<file path="config.mk">
export PLATFORM = sky130hd
export DESIGN_NAME = mtsp_sf_wb_queue
export DESIGN_NICKNAME = d
export VERILOG_FILES = /design/src/rtl/mtsp_sf_wb_queue_pkg.sv /design/src/rtl/mtsp_sf_tag_fifo.sv /design/src/rtl/mtsp_sf_wb_queue.sv
export SDC_FILE = /design/constraint.sdc
export NUM_CORES = 1
export LEC_CHECK = 0
export BUFFER_PORTS_ARGS = -buffer_cell sky130_fd_sc_hd__buf_2
export CAP_MARGIN = 20
export CELL_PAD_IN_SITES_DETAIL_PLACEMENT = 0
export CELL_PAD_IN_SITES_GLOBAL_PLACEMENT = 1
export CORE_MARGIN = 2
export CORE_UTILIZATION = 35
export DETAILED_ROUTE_END_ITERATION = 7
export PLACE_DENSITY_LB_ADDON = 0.25
export REMOVE_ABC_BUFFERS = 1
export SKIP_CTS_REPAIR_TIMING = 1
export SLEW_MARGIN = 20
export SYNTH_ARGS = -nofsm -noshare
export SYNTH_HDL_FRONTEND = slang
export SYNTH_SLANG_ARGS = --single-unit
</file>
<file path="constraint.sdc">
create_clock -name CLK -period 4 [get_ports CLK]
set_clock_uncertainty 0.2 [all_clocks]
set_input_delay 0.2 -clock CLK [delete_from_list [all_inputs] [get_ports CLK]]
set_output_delay 0.2 -clock CLK [all_outputs]
set_load 0.02 [all_outputs]
</file>
<file path="src/rtl/mtsp_sf_wb_queue_pkg.sv">
// Shared constants and the write-back entry layout for the SF write-back queue.
package mtsp_sf_wb_queue_pkg;
  localparam int SF_WB_DEPTH = 4;
  localparam int SF_DST_W    = 6;

  typedef struct packed {
    logic                phase;
    logic [SF_DST_W-1:0] dst;
    logic [31:0]         data;
  } sf_wb_entry_t;
endpackage

</file>
<file path="src/rtl/mtsp_sf_tag_fifo.sv">
// Synchronous FIFO with extra-MSB pointers; head is read straight from storage.
module mtsp_sf_tag_fifo
  import mtsp_sf_wb_queue_pkg::*;
#(
  parameter int WIDTH = SF_DST_W,
  parameter int DEPTH = SF_WB_DEPTH
) (
  input  logic             clk,
  input  logic             rst_n,
  input  logic             push,
  input  logic             pop,
  input  logic [WIDTH-1:0] din,
  output logic [WIDTH-1:0] dout,
  output logic             empty,
  output logic             full
);
  localparam int AW = $clog2(DEPTH);

  logic [AW:0]      wr_q, wr_d, rd_q, rd_d;
  logic [WIDTH-1:0] mem_q [DEPTH];
  logic             do_push, do_pop;

  assign empty   = (wr_q == rd_q);
  assign full    = (wr_q[AW] != rd_q[AW]) && (wr_q[AW-1:0] == rd_q[AW-1:0]);
  assign do_pop  = pop & ~empty;
  // A simultaneous pop frees the slot, so a push into a full FIFO is still safe.
  assign do_push = push & (~full | do_pop);
  assign wr_d    = wr_q + {{AW{1'b0}}, do_push};
  assign rd_d    = rd_q + {{AW{1'b0}}, do_pop};
  assign dout    = mem_q[rd_q[AW-1:0]];

  always_ff @(posedge clk) begin
    if (!rst_n) begin
      wr_q <= '0;
      rd_q <= '0;
    end else begin
      wr_q <= wr_d;
      rd_q <= rd_d;
    end
  end

  always_ff @(posedge clk) begin
    if (do_push) mem_q[wr_q[AW-1:0]] <= din;
  end
endmodule

</file>
<file path="src/rtl/mtsp_sf_wb_queue.sv">
// Pairs SF results with destinations recorded at issue and queues them for register write-back.
module mtsp_sf_wb_queue
  import mtsp_sf_wb_queue_pkg::*;
#(
  parameter int DEPTH = SF_WB_DEPTH,
  parameter int DST_W = SF_DST_W
) (
  input  logic             CLK,
  input  logic             nRST,
  input  logic [1:0]       ISSUE_EN,
  input  logic [DST_W-1:0] ISSUE_DST0,
  input  logic [DST_W-1:0] ISSUE_DST1,
  output logic             ISSUE_STALL,
  input  logic [1:0]       RES_EN,
  input  logic [31:0]      RES_DATA,
  output logic             WB_VALID,
  input  logic             WB_READY,
  output logic             WB_PHASE,
  output logic [DST_W-1:0] WB_DST,
  output logic [31:0]      WB_DATA,
  output logic             ERR
);
  localparam int OW    = $clog2(DEPTH) + 1;
  // Same layout as sf_wb_entry_t, sized by this instance's DST_W.
  localparam int ENT_W = 1 + DST_W + 32;

  logic [OW-1:0]    outs_q, outs_d;
  logic             err_q, err_d;
  logic [1:0]       issue_acc, res_ok, tag_empty, tag_full;
  logic [DST_W-1:0] tag0, tag1;
  logic [ENT_W-1:0] res_din, res_head;
  logic             res_push, res_empty, res_full, wb_fire;
  logic             issue_drop, res_drop;

  assign ISSUE_STALL = (outs_q > OW'(DEPTH - 2));
  assign issue_acc   = ISSUE_EN & ~{2{ISSUE_STALL}} & ~tag_full;
  assign issue_drop  = |(ISSUE_EN & ~issue_acc);

  // Phase 0 wins when both result enables are set; phase 1 is discarded.
  assign res_ok[0] = RES_EN[0] & ~tag_empty[0];
  assign res_ok[1] = RES_EN[1] & ~RES_EN[0] & ~tag_empty[1];
  assign res_push  = |res_ok;
  assign res_din   = {res_ok[1], (res_ok[1] ? tag1 : tag0), RES_DATA};
  assign res_drop  = (&RES_EN) | (RES_EN[0] & tag_empty[0])
                   | (RES_EN[1] & ~RES_EN[0] & tag_empty[1]) | (res_push & res_full);

  assign WB_VALID = ~res_empty;
  assign wb_fire  = WB_VALID & WB_READY;
  assign WB_PHASE = res_empty ? 1'b0 : res_head[ENT_W-1];
  assign WB_DST   = res_empty ? '0 : res_head[32 +: DST_W];
  assign WB_DATA  = res_empty ? '0 : res_head[31:0];
  assign ERR      = err_q;

  always_comb begin
    outs_d = outs_q + OW'(issue_acc[0]) + OW'(issue_acc[1]) - OW'(wb_fire);
    err_d  = err_q | issue_drop | res_drop;
  end

  always_ff @(posedge CLK) begin
    if (!nRST) begin
      outs_q <= '0;
      err_q  <= 1'b0;
    end else begin
      outs_q <= outs_d;
      err_q  <= err_d;
    end
  end

  mtsp_sf_tag_fifo #(.WIDTH(DST_W), .DEPTH(DEPTH)) u_tag0 (
    .clk(CLK), .rst_n(nRST), .push(issue_acc[0]), .pop(res_ok[0]), .din(ISSUE_DST0),
    .dout(tag0), .empty(tag_empty[0]), .full(tag_full[0])
  );

  mtsp_sf_tag_fifo #(.WIDTH(DST_W), .DEPTH(DEPTH)) u_tag1 (
    .clk(CLK), .rst_n(nRST), .push(issue_acc[1]), .pop(res_ok[1]), .din(ISSUE_DST1),
    .dout(tag1), .empty(tag_empty[1]), .full(tag_full[1])
  );

  mtsp_sf_tag_fifo #(.WIDTH(ENT_W), .DEPTH(DEPTH)) u_res (
    .clk(CLK), .rst_n(nRST), .push(res_push), .pop(wb_fire), .din(res_din),
    .dout(res_head), .empty(res_empty), .full(res_full)
  );
endmodule

</file>
==> results by group <==
Status
  • Result of the run: finished, final reports clean

GRT
  • Global-route total usage across every layer: 0.122
  • Global-route met3 utilization: 0.0227
  • Wire length of the first global-routing pass: 25,200 um
  • Global-route congestion overflow total: 0
  • Largest net degree at the start of global routing: 42
  • Most congested layer reported by global routing: met2
  • Initial antenna violation count: 0
  • GRT met1 Usage: 0.165
  • Global routing met2 resource utilization: 0.205
  • Number of global-route vias before repair: 4,491

Power
  • Net switching fraction of the power: 0.299
  • Total power after layout: 7.71 mW
  • Clk network pwr share: 0.302
  • Pwr/cell area: 692 nW/um^2
  • Static Leakage: 3.90 nW
  • Psw: 2.31 mW
  • Worst-case vdd ir drop: 401 uV
  • Combinational fraction of design power: 0.291
  • Portion of total power attributed to sequential cells: 0.407
  • Int Pwr: 5.40 mW

Route
  • First-pass detailed-route iteration total: 4
  • Average routed wire per standard cell: 17.2 um
  • Average vias per placed instance: 4.57
  • First DRT Iteration DRCs: 239
  • Vias after detailed routing: 4,284
  • Post-detailed-route count of antenna-violating nets: 0
  • DRC violations left: 0
  • Detailed Route WL: 16,100 um

Synthesis
  • Main flop type after synthesis: edfxtp_1
  • Netlist Area Pre-Place: 8930 um^2
  • Portion of synthesized cell area occupied by the leading cell type: 0.686
  • Proportion of synthesized chip area in sequential cells: 0.735
  • Asr flop ratio synth: 0
  • Number of synthesized register bits: 226
  • Distinct cells, synth: 35
  • Mean cell area of the mapped netlist: 20.3 um^2
  • Synth area leaders: edfxtp_1 69%, mux4_2 13%, dfxtp_1 4.9%
  • Post-synthesis instance total: 439
  • Synth Warn #: 0
  • Cell taking the most area after synthesis: edfxtp_1
  • EDFF count, synth: 204

STA
  • Achievable clock frequency: 329 MHz
  • Max transition margin: 0.326
  • Setup violations, final: 0
  • Transition time of the tightest slew-check pin: 1000 ps
  • Worst hold slack: 20.1 ps
  • Final hold vios: 0
  • Final Cycle Share: 0.761
  • RSZ-0062 raised after global routing: no
  • Period minus WS final: 3040 ps
  • Slew Viols, Final: 0

Die
  • Effective utilization at floorplan: 0.356
  • Horizontal extent of the die: 164 um
  • Die area: 26,800 um^2
  • Die outline height: 164 um
  • Count of pins on the block boundary: 93
  • Placeable core area: 25,100 um^2
  • Number of standard-cell rows in the floorplan: 58

Clocking
  • Latest clock arrival within the worst-skew pair: 510 ps
  • Clock Sinks: 226
  • Clock Tree Buf Depth: 3
  • Clock H-tree levels: 1
  • Root buffer selected by CTS: clkbuf_16
  • TritonCTS clock tree: done
  • Clock transition at the register clock pins on the worst setup and hold paths after CTS: 60 ps
  • Total CTS buffers: 23

Layout
  • Antenna diodes: 0
  • Net count, final: 658
  • Fillers: 2,215
  • Fraction of layout instances using a drive strength above 1: 0.342
  • Final non-filler cell area: 11,100 um^2
  • Post-synthesis to final-layout area growth: 24.7%

Critical path
  • Critical path buffer and inverter count: 1
  • Critical path required time: 4010 ps
  • Critical path data arrival time: 3050 ps
  • Crit path max-delay family: compound AO/OA/AOI/OAI gates
  • Cell at the slowest stage of the critical path: dfxtp_1
  • Element type at the critical path end: register
  • Worst-path maximum fanout: 20
  • Startpoint type of the worst setup path: register
  • Worst path max stage delay: 640 ps
  • Critical path startpoint: u_tag1.rd_q[0]$_SDFF_PN0_
  • Cell Chain, Critical Path: xnor2_2 > a311oi_4 > o22a_4 > and3b_2 > buf_12
  • Critical Setup Path Class: reg2reg
  • FF-to-FF Start: u_tag1.rd_q[0]$_SDFF_PN0_

Job
  • Reported max-cap violation count: 0

Hold path
  • Hold/Removal Path Class: in2reg
  • Launch point of the worst hold path: WB_READY

Placed design
  • Buffers on Ports: 92
  • Cell area after placement: 9820 um^2
  • Half-perimeter wire length after detailed placement: 9970 um
  • Routability-driven placement congestion ratio: 0.676
-- power by group through the flow --
stage	Combinational, mW	Sequential (mW)	Clock, mW
after floorplan	1.45	3.23	0
after global placement	2.24	3.17	0
after detailed placement	2.26	3.19	0
after CTS	2.27	3.14	2.41
after global routing	2.47	3.17	2.49
final	2.24	3.14	2.33
-- layout make-up --
class,count,area [um^2],share of cell area
clock inverters,18,264,0.0237
multi-input cells,184,2250,0.202
clock buffers,24,579,0.0520
repair buffers,146,1020,0.0917
inverters,10,37.5,0.00337
flip-flops and latches,226,6570,0.590
well taps,330,413,0.0371
-- layer usage --
metal  share of wire  routed length [um]
met4           0.018                 296
met3           0.039                 626
met2            0.48                7810
met5               0                   0
met1            0.46                7390
-- path summary, 6_finish.rpt --
check	end	slack, ps	cells after the start
min	u_res.wr_q[0]$_SDFF_PN0_	20	4
max	u_res.mem_q[1][37]$_DFFE_PP_	960	5
min reg2reg	u_tag1.wr_q[2]$_SDFF_PN0_	400	2
max reg2reg	u_res.mem_q[1][37]$_DFFE_PP_	960	5
-- placed cells by master (no fill, tap or decap), drive strengths merged, types with 2 or more instances in the layout --
cell type,Yosys,layout
mux2,6,6
a31oi,2,2
mux4,51,51
fa,2,2
inv,10,12
nand3,4,4
nor2,2,2
a311oi,2,2
nand4,2,2
nor3,2,2
bufinv,0,6
xnor2,9,9
clkinvlp,0,3
xor2,7,7
ha,14,14
a21boi,2,2
and3,3,3
and3b,2,2
buf,9,99
nor2b,41,41
edfxtp,204,204
and2,21,21
dlygate4sd3,0,47
nand3b,2,2
clkinv,0,7
clkbuf,10,24
nor3b,5,5
dfxtp,22,22
-- flip-flops by register name, summed over array words and instances (netlist names) --
register      cells
u_tag1.mem_q     24
u_tag0.wr_q       3
u_tag1.wr_q       3
ERR               1
u_res.rd_q        3
u_tag0.rd_q       3
u_res.wr_q        3
u_res.mem_q     156
outs_q            3
u_tag1.rd_q       3
u_tag0.mem_q     24
-- synthesized netlist by cell type, types with 5 or more instances --
master      n
inv_1      10
nor2b_1    41
mux4_2     51
xor2_1      7
ha_1       14
mux2_2      6
xnor2_1     7
dfxtp_1    22
and2_1     21
edfxtp_1  204
buf_2       5
clkbuf_1   10
-- logic make-up after synthesis --
| logic type | count (synthesis) | synth area share |
|---|---|---|
| AOI/OAI and AO/OA | 10 | 0.0120 |
| xor gates and xnor gates | 16 | 0.0174 |
| adders and majority gates | 16 | 0.0241 |
| buffers and inverters | 29 | 0.0150 |
| DFF | 226 | 0.735 |
| muxes | 57 | 0.136 |
| and+or+nand+nor | 85 | 0.0601 |
-- worst reg2reg max path, delay by kind of cell, from the launching register on --
family / cells / cell delay [ps]
and+or+nand+nor: 1 / 560
AOI/OAI and AO/OA: 2 / 880
DFF: 1 / 640
xor gates and xnor gates: 1 / 200
buffers and inverters: 1 / 250
-- per-stage QoR --
stage	utilization	setup TNS, ps	instances	setup WS, ps
2_1_floorplan	-	-40620	420	-1250
3_3_place_gp	0.391	0	849	960
3_5_place_dp	0.391	0	849	888
4_1_cts	0.425	0	891	864
5_1_grt	0.444	0	938	695
6_report	0.444	0	938	958
(Power assumes the default switching activity.)
